<file path="src/rtl/mem_port_arbiter.sv">
// N-channel arbiter merging mp-style read/write/resp requesters onto one memory port.
// Round-robin or fixed-priority selection; one transaction in flight at a time.
module mem_port_arbiter #(
    parameter  int NUM_CH  = 2,
    parameter  int ADDR_W  = 32,
    parameter  int DATA_W  = 32,
    parameter  int RR_MODE = 1,
    localparam int GW      = (NUM_CH > 1) ? $clog2(NUM_CH) : 1,
    localparam int BE_W    = DATA_W / 8
) (
    input  logic                     clk,
    input  logic                     rst_n,
    input  logic [NUM_CH-1:0]        ch_read,
    input  logic [NUM_CH-1:0]        ch_write,
    input  logic [NUM_CH*ADDR_W-1:0] ch_address,
    input  logic [NUM_CH*DATA_W-1:0] ch_wdata,
    input  logic [NUM_CH*BE_W-1:0]   ch_byte_enable,
    output logic [NUM_CH-1:0]        ch_resp,
    output logic [DATA_W-1:0]        ch_rdata,
    output logic                     mem_read,
    output logic                     mem_write,
    output logic [ADDR_W-1:0]        mem_address,
    output logic [DATA_W-1:0]        mem_wdata,
    output logic [BE_W-1:0]          mem_byte_enable,
    input  logic [DATA_W-1:0]        mem_rdata,
    input  logic                     mem_resp,
    output logic [GW-1:0]            grant_idx,
    output logic                     busy
);

    // Handshake: a channel holds read/write (and its address/data) until it sees
    // its ch_resp pulse, then drops the request the following cycle. The memory
    // side sees mem_read/mem_write held until a single-cycle mem_resp.
    typedef enum logic [1:0] {IDLE, BUSY, TURN} state_t;

    state_t              state;
    state_t              state_next;
    logic [NUM_CH-1:0]   req;
    logic                any_req;
    logic [GW-1:0]       winner;
    logic [GW-1:0]       rr_ptr;
    logic [ADDR_W-1:0]   addr_a [NUM_CH];
    logic [DATA_W-1:0]   wdata_a [NUM_CH];
    logic [BE_W-1:0]     be_a [NUM_CH];

    for (genvar i = 0; i < NUM_CH; i++) begin : g_unpack
        assign addr_a[i]  = ch_address[i*ADDR_W +: ADDR_W];
        assign wdata_a[i] = ch_wdata[i*DATA_W +: DATA_W];
        assign be_a[i]    = ch_byte_enable[i*BE_W +: BE_W];
    end

    assign req     = ch_read | ch_write;
    assign any_req = |req;

    // Scan candidates starting at the RR pointer (or at 0 for fixed priority).
    always_comb begin
        logic [GW:0] cand;
        logic        found;
        winner = '0;
        found  = 1'b0;
        cand   = '0;
        for (int k = 0; k < NUM_CH; k++) begin
            cand = (RR_MODE != 0) ? ({1'b0, rr_ptr} + (GW+1)'(k)) : (GW+1)'(k);
            if (cand >= (GW+1)'(NUM_CH)) begin
                cand = cand - (GW+1)'(NUM_CH);
            end
            if (!found && req[cand[GW-1:0]]) begin
                found  = 1'b1;
                winner = cand[GW-1:0];
            end
        end
    end

    always_ff @(posedge clk or negedge rst_n) begin
        if (!rst_n) begin
            state <= IDLE;
        end else begin
            state <= state_next;
        end
    end

    always_comb begin
        state_next = state;
        case (state)
            IDLE:    if (any_req) state_next = BUSY;
            BUSY:    if (mem_resp) state_next = TURN;
            TURN:    state_next = IDLE;
            default: state_next = IDLE;
        endcase
    end

    always_ff @(posedge clk or negedge rst_n) begin
        if (!rst_n) begin
            mem_read        <= 1'b0;
            mem_write       <= 1'b0;
            mem_address     <= '0;
            mem_wdata       <= '0;
            mem_byte_enable <= '0;
            grant_idx       <= '0;
            rr_ptr          <= '0;
        end else begin
            case (state)
                IDLE: begin
                    if (any_req) begin
                        grant_idx       <= winner;
                        mem_address     <= addr_a[winner];
                        mem_wdata       <= wdata_a[winner];
                        mem_byte_enable <= be_a[winner];
                        // Read and write together is a write.
                        mem_write       <= ch_write[winner];
                        mem_read        <= ch_read[winner] & ~ch_write[winner];
                    end
                end
                BUSY: begin
                    if (mem_resp) begin
                        mem_read  <= 1'b0;
                        mem_write <= 1'b0;
                        if (RR_MODE != 0) begin
                            rr_ptr <= (grant_idx == GW'(NUM_CH - 1)) ? '0 : grant_idx + 1'b1;
                        end
                    end
                end
                default: ;
            endcase
        end
    end

    always_comb begin
        ch_resp = '0;
        if (state == BUSY && mem_resp) begin
            ch_resp[grant_idx] = 1'b1;
        end
    end

    assign ch_rdata = mem_rdata;
    assign busy     = (state == BUSY);

endmodule
</file>
<file path="config.mk">
export PLATFORM = sky130hd
export DESIGN_NAME = mem_port_arbiter
export DESIGN_NICKNAME = d
export VERILOG_FILES = /design/src/rtl/mem_port_arbiter.sv
export SDC_FILE = /design/constraint.sdc
export NUM_CORES = 1
export LEC_CHECK = 0
export ABC_AREA = 0
export BUFFER_PORTS_ARGS = -buffer_cell sky130_fd_sc_hd__buf_4
export CORE_AREA = 2 2 110 112
export DETAILED_ROUTE_END_ITERATION = 7
export DIE_AREA = 0 0 112 114
export PLACE_DENSITY = 0.76
export RECOVER_POWER = 50
export SYNTH_ARGS = -nofsm -noshare
export SYNTH_HDL_FRONTEND = slang
export SYNTH_SLANG_ARGS = --single-unit
</file>
<file path="constraint.sdc">
create_clock -name clk -period 1.4 [get_ports clk]
set_input_delay 0.07 -clock clk [delete_from_list [all_inputs] [get_ports clk]]
set_output_delay 0.07 -clock clk [all_outputs]
set_load 0.01 [all_outputs]
</file>
==> flow_summary.yaml, run 1 <==
status:
  status: "finished, final reports clean"
setup_path:
  crit_path_end_kind: "flop"
  start_kind: "flop"
  slowest_delay_ps: 420
  crit_family: "compound AO/OA/AOI/OAI gates"
  cp_num_buf_inv: 1
  crit_chain: "a211o_4 > clkbuf_16 > a21oi_1 > a21oi_1"
  slowest_stage: "dfrtp_1"
  crit_fanout: 20
  crit_top_cell: "a21oi_1"
  crit_type: "reg2reg"
  arrival_ps: 1590
  critical_path_required_ps: 1610
cells_and_area:
  synthToLayoutAreaGrowth_pct: 77.50
  nFillCells: 1025
  drive_gt1_share_pct: 40.35
  final_area_um2: 6387
  finish.utilization_pct: 54.54
  antennaDiodeCount: 0
  nNetsFinal: 859
die:
  fp.dieW_um: 112
  core_um2: 11710
  die_area_um2: 12770
  num_rows: 40
  start_util_pct: 30.73
  die_h_um: 114
  io_pins: 281
power:
  swShare_pct: 38.61
  p_seq_share_pct: 29.3
  combPwrFrac_pct: 52.2
  p_leak_nw: 2.980
  p_per_area_nw_per_um2: 2091
  power_frac_clock_pct: 18.5
  vdd_drop_max_uv: 1035
  p_sw_mw: 5.157
  p_int_mw: 8.201
yosys:
  syn_inst: 435
  yosysTopAreaCell: "dfrtp_1"
  synth.distinct_cells: 22
  syn_nets: 610
  synth_area_per_cell_um2: 8.272
  ys_seq_area_share_pct: 51.46
  async_reset_ff_share_pct: 100.0
  synth.most_common_cell: "a21oi_1"
  synth-seq-cells: 74
  synth_common_cells: "a21oi_1, dfrtp_1, nor2_1"
  synth_top_area_share_pct: 51.46
  synth_area_um2: 3598
  synth_enable_flop_cells: 0
  synth.area.top_cells: "dfrtp_1, a21oi_1, nor2_1, nand2_1, buf_4"
  synth_top_flop_cell: "dfrtp_1"
  ys.warnings.count: 0
global_route:
  grt_usage_pct: 18.76
  grt_overflow: 0
  grt_max_degree: 75
  grt_antenna_before_repair: 0
  grt_pass1_wl_um: 19400
  first_global_vias: 4219
sta:
  rsz0062_at_grt: "true"
  worst_pin_slew_ps: 964.5
  finalSetupViolations: 0
  post-route-period-util_pct: 98.15
  relSlewSlack_pct: 35.70
  tns_ps: 0
  fin_skew_ps: 7.061
  min_period_ps: 1374
  fmax_mhz: 727.8
  final_hold_viol_count: 0
  drv_slew: 0
place:
  dpl.hpwl_um: 8058
  gp_congestion: 0.7948
  portBuffers: 216
  dpl-instance-area_um2: 5182
clocking:
  clockBufferDepth: 2
  htree_num_levels: 3
  insertion_delay_ps: 330
  cts_root_buf: "clkbuf_16"
  numCtsBuffers: 9
  cts_tree: "yes"
  cts.sinks: 74
  clkTransAtPathRegs_ps: 60
route:
  dr.pass1.iters: 4
  via_per_inst: 4.867
  drc_errors: 0
  postRouteAntennaNets: 0
  avgRoutedWirePerCell_um: 16.02
  drtIter0Drc: 153
  num_vias: 4069
  totalWireLength_um: 13390
job:
  drv_cap: 0
min_path:
  hold_class: "in2reg"
## final cells by class
class	instances	area (um^2)	area share (%)
Tap cell	147	183.9	2.880
Timing Repair Buffer	300	2555	40.00
Clock inverter	5	77.57	1.214
Inverter	3	11.26	0.1763
Multi-Input combinational cell	296	1464	22.92
Clock buffer	11	242.7	3.800
Sequential cell	74	1853	29.01
## cell usage in the layout, fill, tap and decap left out, drive strengths merged
master	n
a211o	1
a211oi	1
a21o	1
a21oi	137
a31oi	1
and2	1
and3	2
buf	224
bufinv	2
clkbuf	22
clkinv	2
clkinvlp	1
dfrtp	74
dlygate4sd3	65
inv	3
nand2	71
nand2b	1
nand3	1
nor2	73
nor2b	1
o21ai	3
o21bai	1
or2	1
## layer usage
metal  track usage (%)  up-vias  part of all wire [%]
met2             34.02      208                    51
met5                 0        -                     0
met1             19.82     1915                    37
met3             5.048       43                   7.9
met4             10.41        0                   3.4
li1                  -     1903                     -
## logic make-up after synthesis
logic type,Yosys count,synth area share [%]
AO/OA/AOI/OAI,145,20.65
buffers and inverters,65,11.68
flip-flops,74,51.46
AND/OR/NAND/NOR,151,16.20
## power groups by stage
stage                     clock network [mW]  registers [mW]  logic (mW)
after global routing                    2.64            4.05        7.59
after global placement                     0            3.88        5.99
final                                   2.47            3.92        6.97
after CTS                               2.53            3.92        6.45
after detailed placement                   0            3.93        6.19
after floorplan                            0            4.32        2.83
## tightest hold or removal path, delay by kind of cell
family                 cells  cell delay, ps
AND/OR/NAND/NOR            1              50
AO/OA/AOI/OAI              1              60
buffers and inverters      1             110
## through the flow
stage | hold slack, ps | instances | worst slack [ps] | power (mW)
6_report | 9.089 | 836 | 25.91 | 13.36
2_1_floorplan | -225.6 | 435 | 27.70 | 7.150
3_5_place_dp | 118.8 | 746 | -41.30 | 10.12
3_3_place_gp | 114.5 | 746 | 27.30 | 9.867
5_1_grt | 7.253 | 836 | -23.31 | 14.28
4_1_cts | 2.217 | 829 | -5.349 | 12.90
## final timing paths
path,from,to,slack [ps],cells past startpoint
max in group asynchronous,rst_n,mem_wdata[27],190,3
setup / recovery,state[0],mem_wdata[10],30,4
hold / removal,ch_wdata[21],mem_wdata[21],9,3
setup reg to reg,state[0],mem_wdata[10],30,4
hold reg to reg,mem_wdata[12],mem_wdata[12],530,2
min in group asynchronous,rst_n,mem_wdata[17],540,3
## registers in the layout, indices dropped and copies added, names as in the netlist
register         count
mem_read             1
mem_address         32
mem_wdata           32
rr_ptr               1
grant_idx            1
state                2
mem_byte_enable      4
mem_write            1
## what timing repair did
| action | 4_1_cts | 5_1_grt |
|---|---|---|
| hold endpoints to repair | 138 | 0 |
| setup endpoints to repair | 4 | 69 |
| pin swaps | 0 | 3 |
| setup buffers | 2 | 3 |
| resized for setup | 9 | 30 |
| cloned | 0 | 4 |
| hold buffers | 65 | 0 |
Power figures use the tool's default switching activity.
==> inputs of run 2 (changes only) <==
PLACE_DENSITY = 0.65   (was 0.76)
==> run 2 against run 1 <==
Critical endpoint is now mem_address[18]. Register-to-register slack hardly changed. Cell count shrank 0.84%. First-iteration DRC count increased by 50%. Highest routed layer unchanged.
==> flow_summary.yaml, run 2 (synthesized netlist as in run 1, its figures left out) <==
cells_and_area:
  finish.utilization_pct: 52.76
  drive_gt1_share_pct: 38.71
  reg_top3: "mem_address: 32 flops, mem_wdata: 32 flops, mem_byte_enable: 4 flops"
  final_area_um2: 6178
  synthToLayoutAreaGrowth_pct: 71.70
  final_cell_mix: "buf_4, a21oi_1, dfrtp_1"
  fin_cells: 829
  antennaDiodeCount: 0
  nNetsFinal: 852
  layout_commonest_cell: "buf_4"
job:
  drv_cap: 0
route:
  wl_met2_um: 6621
  drtIter0Drc: 230
  via_per_inst: 4.794
  dr.pass1.iters: 4
  num_vias: 3974
  wl_met1_um: 4594
  drc_errors: 0
  avgRoutedWirePerCell_um: 15.24
  routed.top_layer: "met4"
  totalWireLength_um: 12630
  route.met3.wl_um: 1061
  postRouteAntennaNets: 0
sta:
  tns_ps: 0
  fmax_mhz: 730.0
  min_period_ps: 1370
  finalSetupViolations: 0
  fin_skew_ps: 4.677
  rsz0062_at_grt: "true"
  final_hold_viol_count: 0
  fin_ws_ps: 30.19
  relSlewSlack_pct: 38.01
  drv_slew: 0
  post-route-period-util_pct: 97.84
  worst_pin_slew_ps: 929.8
  fin_hold_ws_ps: 8.122
global_route:
  grt_overflow: 0
  first_global_vias: 3883
  grt_antenna_before_repair: 0
  grt_max_degree: 75
  grt_pass1_wl_um: 18800
  grt_usage_pct: 18.27
setup_path:
  critical_path_required_ps: 1600
  slowest_delay_ps: 450
  crit_family: "compound AO/OA/AOI/OAI gates"
  cp_num_buf_inv: 1
  crit_type: "reg2reg"
  slowest_stage: "dfrtp_2"
  arrival_ps: 1570
  crit_path_end_kind: "flop"
  crit_fanout: 37
  crit_top_cell: "a21oi_1"
  start_kind: "flop"
  startpoint: "state[1]"
  reg2reg_from: "state[1]"
  crit_chain: "a211o_4 > buf_12 > a21oi_1 > a21oi_1"
clocking:
  cts.sinks: 74
  clockBufferDepth: 2
  cts_root_buf: "clkbuf_16"
  numCtsBuffers: 9
  insertion_delay_ps: 320
  htree_num_levels: 3
  clkTransAtPathRegs_ps: 50
  cts_tree: "yes"
place:
  dpl-instance-area_um2: 5192
  portBuffers: 216
  place_ws_ps: 7.585
  gp_congestion: 0.8225
  dp.cells: 749
  dpl.hpwl_um: 8357
power:
  p_leak_nw: 2.936
  vdd_drop_max_uv: 1060
  p_total_mw: 12.67
  p_per_area_nw_per_um2: 2051
die:
  num_rows: 40
  die_area_um2: 12770
  io_pins: 281
  start_util_pct: 30.73
  core_um2: 11710
  fp.dieW_um: 112
  die_h_um: 114
min_path:
  hold_class: "in2reg"
  holdCritStartpoint: "ch_address[18]"
status:
  status: "finished, final reports clean"
==> run 2: power by group <==
part	leakage (nW)	switching [mW]	total, mW	internal [mW]
combinational	1.97	3.42	6.71	3.30
clock	0.133	0.807	2.05	1.24
sequential	0.833	0.656	3.91	3.25
==> run 2: final cells by class <==
| cell class | instances | area, um^2 |
|---|---|---|
| tap | 147 | 183.9 |
| multi-input combinational | 296 | 1391 |
| sequential | 74 | 1853 |
| clock buffer | 13 | 250.2 |
| inverter | 3 | 11.26 |
| clock inverter | 3 | 15.01 |
| fill | 1061 | 5533 |
| timing repair buffer | 293 | 2474 |
==> run 2: what timing repair did <==
item,4_1_cts,5_1_grt
pin swaps,0,2
endpoints found under the hold margin,131,0
hold buffers,58,0
cloned,0,2
resized for setup,2,18
setup endpoints to repair,2,66
setup buffers,1,3
==> run 2: layer usage <==
metal	vias to the layer above	global-route usage [%]
met3	31	5.526
met2	212	33.25
met5	-	0
met1	1845	19.97
met4	0	7.317
li1	1886	-
==> run 2: path summary, 6_finish.rpt <==
check | slack [ps] | cells after the start | endpoint
worst max-delay path | 30 | 4 | mem_address[18]
worst min-delay path | 8 | 3 | mem_address[18]
worst max register to register | 30 | 4 | mem_address[18]
worst min register to register | 520 | 2 | mem_read
max in group asynchronous | 210 | 3 | state[1]
min in group asynchronous | 540 | 3 | mem_wdata[16]
==> run 2: tightest hold or removal path, cell delays in order <==
cell,delay (ps)
buf_4,110
nand2_1,50
a21oi_1,50
